File: src/rtl/serial_parity_acc.sv
// serial_parity_acc
//   Folds a serial bit stream into a running XOR and emits one parity bit per
//   FRAME_LEN-bit frame over a valid/ready handshake. While a result is pending,
//   input is stalled (in_ready_o=0). in_ready_o returns the cycle after the
//   result is taken.
//
//   Build option: define ODD_PARITY_EN to emit odd parity, which is the
//   complement of the XOR. Left undefined, the block emits even parity, which
//   is the plain XOR. Handshake and timing are the same in both builds.
//
// Ports
//   clk_i        clock, rising edge
//   reset_i      synchronous active-high reset
//   in_bit_i     serial data bit
//   in_valid_i   in_bit_i valid this cycle
//   in_ready_o   block accepts in_bit_i this cycle
//   par_out_o    parity of the completed frame (meaningful while par_valid_o)
//   par_valid_o  par_out_o valid, held until taken
//   par_ready_i  consumer takes par_out_o this cycle
//   bit_count_o  bits accepted in the current frame
module serial_parity_acc #(
  parameter int FRAME_LEN = 8,
  parameter int CNT_W     = 4
) (
  input  logic             clk_i,
  input  logic             reset_i,
  input  logic             in_bit_i,
  input  logic             in_valid_i,
  output logic             in_ready_o,
  output logic             par_out_o,
  output logic             par_valid_o,
  input  logic             par_ready_i,
  output logic [CNT_W-1:0] bit_count_o
);

  typedef enum logic [1:0] {IDLE, ACCUM, DONE} state_e;

  state_e           state_q;
  logic             acc_q;
  logic [CNT_W-1:0] cnt_q;
  logic             in_ready_q;
  logic             par_valid_q;
  logic             par_out_q;

  logic             accept;
  logic             acc_d;
  logic [CNT_W-1:0] cnt_d;
  logic             last;
  logic             par_d;

  always_comb begin
    accept = in_valid_i & in_ready_q;
    acc_d  = acc_q ^ in_bit_i;
    cnt_d  = cnt_q + CNT_W'(1);
    last   = (cnt_d == CNT_W'(FRAME_LEN));
`ifdef ODD_PARITY_EN
    par_d  = ~acc_d;
`else
    par_d  = acc_d;
`endif
  end

  // The counter holds FRAME_LEN while DONE and is cleared on the handshake,
  // so it never wraps.
  always_ff @(posedge clk_i) begin
    if (reset_i) begin
      state_q     <= IDLE;
      acc_q       <= 1'b0;
      cnt_q       <= '0;
      in_ready_q  <= 1'b1;
      par_valid_q <= 1'b0;
      par_out_q   <= 1'b0;
    end else begin
      case (state_q)
        IDLE, ACCUM: begin
          if (accept) begin
            acc_q <= acc_d;
            cnt_q <= cnt_d;
            if (last) begin
              state_q     <= DONE;
              in_ready_q  <= 1'b0;
              par_valid_q <= 1'b1;
              par_out_q   <= par_d;
            end else begin
              state_q <= ACCUM;
            end
          end
        end
        DONE: begin
          // par_out_q is left at its last value after the handshake.
          if (par_ready_i) begin
            state_q     <= IDLE;
            acc_q       <= 1'b0;
            cnt_q       <= '0;
            in_ready_q  <= 1'b1;
            par_valid_q <= 1'b0;
          end
        end
        default: state_q <= IDLE;
      endcase
    end
  end

  assign in_ready_o  = in_ready_q;
  assign par_valid_o = par_valid_q;
  assign par_out_o   = par_out_q;
  assign bit_count_o = cnt_q;

endmodule

File: config.mk
export PLATFORM = sky130hd
export DESIGN_NAME = serial_parity_acc
export DESIGN_NICKNAME = d
export VERILOG_FILES = /design/src/rtl/serial_parity_acc.sv
export SDC_FILE = /design/constraint.sdc
export NUM_CORES = 1
export LEC_CHECK = 0
export CAP_MARGIN = 20
export CORE_AREA = 5 5 50 48
export CTS_BUF_LIST = sky130_fd_sc_hd__clkbuf_16
export DETAILED_ROUTE_END_ITERATION = 6
export DIE_AREA = 0 0 55 53
export SYNTH_ARGS = -nofsm -noshare
export SYNTH_HDL_FRONTEND = slang
export SYNTH_SLANG_ARGS = --single-unit
export TNS_END_PERCENT = 30
File: constraint.sdc
create_clock -name clk_i -period 1.6 [get_ports clk_i]
set_clock_uncertainty 0.2 [all_clocks]
set_input_delay 0.24 -clock clk_i [delete_from_list [all_inputs] [get_ports clk_i]]
set_output_delay 0.24 -clock clk_i [all_outputs]
set_load 0.03 [all_outputs]
# Word level (Yosys, flattened, before mapping)
# Index checks and enable logic that the tools add are counted.
[classes] add_sub_neg=1 eq_ne=6 mux=17 n_bitwise=2 n_reduce_logical=7
[ops] operator="$mux 4" n=2
[ops] operator="$pmux 4 s2" n=1
[ops] operator="$mux 1" n=7
[ops] operator="$mux 2" n=3
[ops] operator="$ne 2x2->1 const B" n=3
[ops] operator="$pmux 1 s2" n=3
[ops] operator="$reduce_and 3->1" n=2
[ops] operator="$add 4x1->4 const B" n=1
[ops] operator="$eq 4x4->1 const B" n=1
[ops] operator="$pmux 2 s2" n=1
[ops] operator="$reduce_and 4->1" n=1
[ops] operator="$eq 2x1->1 const B" n=1
[ops] operator="$eq 2x2->1 const B" n=1
[ops] operator="$logic_not 2->1" n=1
[ops] operator="$reduce_and 2->1" n=1
[ops] operator="$reduce_bool 2->1" n=1
[ops] operator="$reduce_or 2->1" n=1
[ops] operator="$and 1x1->1" n=1
[ops] operator="$xor 1x1->1" n=1
[totals] regBits=10 output_inout_bits=7 word_cells=39

# Longest topological paths before layout
# Gate-level depths: netlist of the first run.
[depth] depth_word=5 ltp_mapped=5 ltp_nobuf=5

# Worst setup path before layout of the first run
# OpenSTA, ideal clock, no wires.
[synth_path] path_type="reg2reg" start="register cnt_q[0], in the netlist bit_count_o[0]" end="register par_out_q, in the netlist par_out_o" setup_time_ns=0.079 t_arrival_ns=1.524 required_ns=1.321 path_slack_ns=-0.204 path_stages_with_launch=6 cell_sequence="dfxtp_1 -> ha_1 -> a21boi_1 -> a21o_1 -> a211oi_1 -> a211oi_2"
[synth_between] elab_chain_cells=3
[synth_lines] element="start, declared" line_no="40" source="logic [CNT_W-1:0] cnt_q;"
[synth_lines] element="start signal, assigned" line_no="78" source="cnt_q <= cnt_d;"
[synth_lines] element="$add 4x1->4" line_no="54" source="cnt_d = cnt_q + CNT_W'(1);"
[synth_lines] element="$eq 4x4->1" line_no="55" source="last = (cnt_d == CNT_W'(FRAME_LEN));"
[synth_lines] element="$reduce_and 3->1 (no line)"
[synth_lines] element="end signal, assigned" line_no="83" source="par_out_q <= par_d;"
[synth_lines] element="end, declared" line_no="43" source="logic par_out_q;"
# No other way between the ends.
# A chain may end at the register's enable or synchronous reset.

# Worst setup path in the final report of the first run
[layout_path] start="register cnt_q[1], in the netlist bit_count_o[1]" end="register par_out_q, in the netlist par_out_o"
# Same word-level chain as after synthesis.

==> results.md, run 1 <==
* Outcome: finished, final reports clean
* Starting DRT DRC Count at 20
* Routed len/inst at between 10 and 15 um
* Fin nets at slightly below 90
* Adder-cell share of the synthesized area at 4.61%
* Synth area leader: dfxtp_1
* Top-area cell type share of the netlist area at 36.9%
* Synthesized area at 543 um2
* Antenna violations before repair at 0
* VDD IR max at roughly 580 uV
* Type of destination of the critical path: flop
* Avg Vias per Cell at ~5.0
* Final worst setup slack at 0.0269 ns
* Hold depth at 2
* DRC at 0
* Final Hold Vio Count at 0
* Highest clock rate at 636 MHz
* # hold bufs at CTS at 0
* CTS Buf Count at 3
* First-pass GRT wire length at around 2000 um
* Die width at approximately 55 um
* # IOs at 12
* Core area at 1820 um2
* Clk root buf: clkbuf_16
* Initial Utilization at approximately 30%
* First drt pass iteration count at 4
* Total wire length at roughly 1300 um
* EDFF count, synth at 0
* Synth Area in XOR/XNOR at about 1.6%
* Via count at between 500 and 600
* Post CTS Setup Buffer Count at 0
* Gr ovfl total at 0
* Min-Delay Path Class: flop to flop
* Worst EP required at about 1.6 ns
* Clk slew on worst S/H paths at 0.04 ns
* Most common flop cell mapped by yosys: dfxtp_1
* Layout area overhead at 55.5%
* Clock latency on the worst-skew pair at approximately 0.24 ns
* Largest cells by area after synthesis: dfxtp_1 (37%), nor2_1 (6.2%), a21oi_1 (5.5%)
* Synthesis-stage register bit count at 10
* Crit path DAT at between 1.5 and 2 ns
* HPWL Detailed at around 920 um
* Yosys Warn Count at 0
* DIE AREA at between 2000 and 3000 um2
* Tcrit/Tclk final at between 90% and 100%
* Worst slew margin at about four fifths
* Critical Path Start Type: flop
* Leakage at roughly 0.00034 uW
* Vias in the first global route at 486
* Layout cells sized above 1 at 33.8%
* Seq/Total Area, Yosys at a little under two fifths
* Post-layout min period at 1.57 ns
* CTS Buffer Depth at 2
* GPL Wtd Cong at 0.768
* Mux contribution to synthesized area at 0%
* Power per cell area at around 940 nW/um2
* Final ANT Viol Nets at 0
* Post-Syn Instances at 60
* Pre-CTS WS at -0.0528 ns
* CTS tree: done
* Worst reg-to-reg path cell count at 5
* Mapped Nets at 67
* Cell variety after synth at 30
* Post-Syn Area per Cell at a little over 9 um2
* Slew @ Worst Pin at approximately 0.3 ns
* CP Class: flop to flop
* Post-synth ARST share at 0%
* Max H-tree Level at 1
* # port buffers at 11
* Pins Over Slew Limit at 0
* Max-cap violations at 0
* GRT Overall Usage at roughly a tenth
* Top post-synthesis cells by count: dfxtp_1 (10), nor2_1 (9), a21oi_1 (6)
* Synth Area in Compound Gates at 27.2%
* RSZ-0062 raised after global routing: true
* Die height at 53 um
* # setup viols final at 0
* Largest net degree at the start of global routing at 8
* Inserted Diodes at 0
* Count leader, synth: dfxtp_1
* Util after Layout at a little under half
* Largest family of logic cells by synthesized area: simple AND/OR/NAND/NOR gates
* Site Rows at 15
* Clock sink total at 10
* Worst Path Max Fanout at 5
* Fraction of the mapped netlist area in simple logic gates at roughly 29%
[final cells by class]
class,instances,area (um2)
clock buffers,3,75.1
well taps,25,31.3
clock inverters,1,3.75
multi-input cells,49,382
flip-flops and latches,10,208
repair buffers,17,145
fillers,184,976
[metrics by stage]
stage | instances | total power, uW | setup TNS (ns) | hold WS (ns) | instance area, um2
after global placement | 101 | 350 | -0.106 | 0.286 | 733
after detailed placement | 101 | 351 | -0.249 | 0.288 | 733
final | 105 | 791 | 0 | 0.298 | 845
after CTS | 105 | 791 | -0.0309 | 0.297 | 805
after floorplan | 60 | 311 | 0 | 0.204 | 553
after global routing | 105 | 821 | -0.0910 | 0.315 | 845
[flip-flops by register name (all words and copies together) (netlist names)]
signal and flops:
in_ready_o 1, par_out_o 1, par_valid_o 1, bit_count_o 4, state_q 2, acc_q 1
[kinds of logic after synthesis]
family | Yosys count
AO/OA/AOI/OAI | 21
flip-flops | 10
buffers and inverters | 1
AND/OR/NAND/NOR | 25
XOR/XNOR | 1
adder cells (fa/ha/maj) | 2
[worst paths after layout]
check | startpoint | to | slack, ns
max | bit_count_o[1] | par_out_o | 0.03
min | acc_q | acc_q | 0.30
max reg2reg | bit_count_o[1] | par_out_o | 0.03
min reg2reg | acc_q | acc_q | 0.30
[routing by layer]
| metal | up-vias | wire, um | part of all wire [%] | GRT usage (%) |
|---|---|---|---|---|
| met2 | 16 | 581 | 45 | 15.0 |
| met5 | - | 0 | 0 | 0 |
| li1 | 261 | - | - | - |
| met4 | 0 | 36 | 2.8 | 5.67 |
| met3 | 6 | 70 | 5.5 | 5.92 |
| met1 | 245 | 590 | 46 | 10.8 |
[cell usage in the layout (no fill, tap or decap), types with 2 or more instances in the layout]
cell type	netlist	final
dfxtp_1	10	8
a21oi_2	1	2
dfxtp_4	0	2
and2_1	2	2
a211oi_2	1	2
clkdlybuf4s50_1	0	4
a21oi_1	6	5
nand3b_1	3	3
a21o_1	2	2
nand2_1	2	2
dlygate4sd2_1	0	6
buf_4	0	7
clkbuf_16	0	3
o21ai_0	2	2
and3b_1	2	2
nor2_1	9	8
[critical path, stage by stage (launching register included)]
cell      delay, ns
dfxtp_4        0.34
ha_2           0.20
a21boi_2       0.17
a21o_1         0.23
a21o_1         0.19
a211oi_2       0.17
[power breakdown]
part	total, uW	switching, uW	internal, uW	leakage (uW)
clock network	441	114	327	0.0000385
logic	86.9	44.8	42.1	0.000220
registers	262	5.35	257	0.0000828
total	791	164	626	0.000341
[what timing repair did]
item | in CTS | in global routing
endpoints found under the setup margin | 7 | 5
pin swaps | 0 | 4
gates resized for setup | 6 | 8
Note: power is estimated with default switching activity, not from simulation.
==> run 2, diff against run 1 <==
Clock period 1.6 ns to 2 ns, I/O delays scaled along.
==> run 2 against run 1 <==
  * Core utilization shrank 4.9 points
  * Combinational power is 40% lower
  * Wire length is 10% lower
  * Sequential share of layout area rose by 1.9 points
  * Clock-buffer cell count stayed put
  * Cell count down 6.7%
  * Clock power is 23% lower
  * Sequential cell count is the same
  * Worst setup slack improved by 0.067 ns
  * Design area down 11%
  * Via count shrank 10%
  * Critical path depth fell by 4
==> results.md, run 2 (synthesis results as in run 1) <==
* Final ANT Viol Nets at 0 (unchanged)
* Clk root buf: clkbuf_16 (unchanged)
* CTS tree: done (unchanged)
* Max reg flops at 4 (unchanged)
* Sw Share at 19.3% (was 20.8%)
* Highest clock rate at 525 MHz
* Tcrit/Tclk final at between 90% and 100%
* Initial Utilization at 29.8% (unchanged)
* Min-Delay Path Class: flop to flop (unchanged)
* Sw Pwr at 117 uW (was 164 uW)
* Post-layout min period at around 1.9 ns
* Antenna violations before repair at 0 (unchanged)
* # IOs at 12 (unchanged)
* CP max-delay cell: clkdlybuf4s50_1 (was dfxtp_4)
* Leakage at 0.000279 uW (was 0.000341 uW)
* Type of destination of the critical path: primary output (was flop)
* RR Startpoint: bit_count_o[0] (was bit_count_o[1])
* Outcome: finished, final reports clean (unchanged)
* Largest net degree at the start of global routing at 11 (was 8)
* Final Hold Vio Count at 0 (unchanged)
* Clock power share at 56.1% (was 55.8%)
* DRC at 0 (unchanged)
* Clock latency on the worst-skew pair at 0.23 ns (was 0.24 ns)
* Vias in the first global route at 418 (was 486)
* # setup viols final at 0 (unchanged)
* Fin nets at 82 (was 88)
* Worst Setup SP: bit_count_o[0] (was bit_count_o[1])
* CP Cell Sequence: clkdlybuf4s50_1 (was ha_2 > a21boi_2 > a21o_1 > a21o_1 > a211oi_2)
* Worst EP required at 1.50 ns (was 1.56 ns)
* Comb power frac at 8.6% (was 11.0%)
* Post CTS Setup Buffer Count at 0 (unchanged)
* Critical path's top delay family: buffers and inverters (was compound AO/OA/AOI/OAI gates)
* CTS Buf Count at 3 (unchanged)
* Max-cap violations at 0 (unchanged)
* Total wire length at 1150 um (was 1280 um)
* CP Class: flop to primary output (was flop to flop)
* GRT Overall Usage at 10.1% (was 10.0%)
* Most common cell after layout, fill and taps aside: clkdlybuf4s50_1
* Util after Layout at 41.5% (was 46.4%)
* Routed len/inst at 11.7 um (was 12.2 um)
* Core area at 1820 um2 (unchanged)
* Inserted Diodes at 0 (unchanged)
* Highest-count cells in the layout ignoring fill and taps: clkdlybuf4s50_1 (11), dfxtp_1 (10), nor2_1 (9) (was nor2_1 (8), dfxtp_1 (8), buf_4 (7))
* Layout cells sized above 1 at 15.1% (was 33.8%)
* Slew @ Worst Pin at 0.419 ns (was 0.308 ns)
* Avg Vias per Cell at 4.85 (was 5.03)
* DIE AREA at 2920 um2 (unchanged)
* # port buffers at 11 (unchanged)
* Worst Path Max Fanout at 7 (was 5)
* VDD IR max at 512 uV (was 577 uV)
* Crit path DAT at 1.41 ns (was 1.53 ns)
* Max stage delay on crit path at 0.72 ns (was 0.34 ns)
* Gr ovfl total at 0 (unchanged)
* CTS resizes at 0 (was 6)
* First drt pass iteration count at 4 (unchanged)
* P_int at 490 uW (was 626 uW)
* Layout area overhead at 39.2% (was 55.5%)
* CTS Buffer Depth at 2 (unchanged)
* Die height at 53 um (unchanged)
* Flop pwr share at 35.3% (was 33.2%)
* # hold bufs at CTS at 0 (unchanged)
* Buffers and inverters on the worst path at 1 (was 0)
* Max H-tree Level at 1 (unchanged)
* GPL Wtd Cong at 0.773 (was 0.768)
* Clk slew on worst S/H paths at 0.04 ns (about the same)
* Starting DRT DRC Count at 11 (was 20)
* HP Start: par_valid_o (was acc_q)
* Worst slew margin at 72.0% (was 79.6%)
* Die width at 55 um (unchanged)
* Total Negative Setup Slacks at 0 ns (unchanged)
* Site Rows at 15 (unchanged)
* Pins Over Slew Limit at 0 (unchanged)
* RSZ-0062 raised after global routing: false (was true)
* Critical Path Start Type: flop (unchanged)
* Power per cell area at 803 nW/um2 (was 936 nW/um2)
* HPWL Detailed at 870 um (was 922 um)
* First-pass GRT wire length at 1950 um (was 1980 um)
* Clock sink total at 10 (unchanged)
* Via count at 475 (was 528)
==> run 2: changes by cell type in the layout (fill, tap and decap cells not counted), moves of 2 or more <==
cell,delta
clkdlybuf4s50_1,+7
ha_1,+2
dlygate4sd2_1,-6
dfxtp_4,-2
buf_4,-7
dfxtp_1,+2
==> run 2: final timing paths <==
kind | endpoint | slack (ns) | depth (start not counted)
max | bit_count_o[0] | 0.09 | 1
min | par_valid_o | 0.30 | 2
max reg2reg | state_q[0] | 0.24 | 5
min reg2reg | par_valid_o | 0.30 | 2
==> run 2: power groups by stage <==
stage	combinational [uW]	clock [uW]	sequential, uW
2_1_floorplan	27.3	0	222
3_3_place_gp	53.2	0	217
3_5_place_dp	52.8	0	217
4_1_cts	52.9	352	214
5_1_grt	57.4	361	215
6_report	52.3	341	214
==> run 2: worst min-delay path, cell delays in order (launching register included) <==
cell	delay, ns
dfxtp_1	0.31
nand2_1	0.05
a31oi_1	0.07
==> run 2: metal layers <==
metal | wire, um | GRT usage [%]
met5 | 0 | 0
met4 | 33 | 7.29
met3 | 70 | 5.07
met2 | 470 | 12.8
met1 | 575 | 12.7
==> run 2: layout make-up <==
class                           instances  area (um2)
Clock buffer                            3        75.1
Fill cell                             186        1060
Multi-Input combinational cell         49         339
Sequential cell                        10         200
Tap cell                               25        31.3
Timing Repair Buffer                   11         110
==> run 2: metrics by stage <==
stage / cell area (um2) / hold slack [ns] / setup WS, ns / instances / total power [uW]
2_1_floorplan: 543 / 0.263 / 0.196 / 60 / 249
3_3_place_gp: 681 / 0.300 / 0.242 / 95 / 270
3_5_place_dp: 681 / 0.291 / 0.190 / 95 / 270
4_1_cts: 756 / 0.300 / 0.0871 / 98 / 619
5_1_grt: 756 / 0.329 / 0.0130 / 98 / 633
6_report: 756 / 0.296 / 0.0940 / 98 / 607
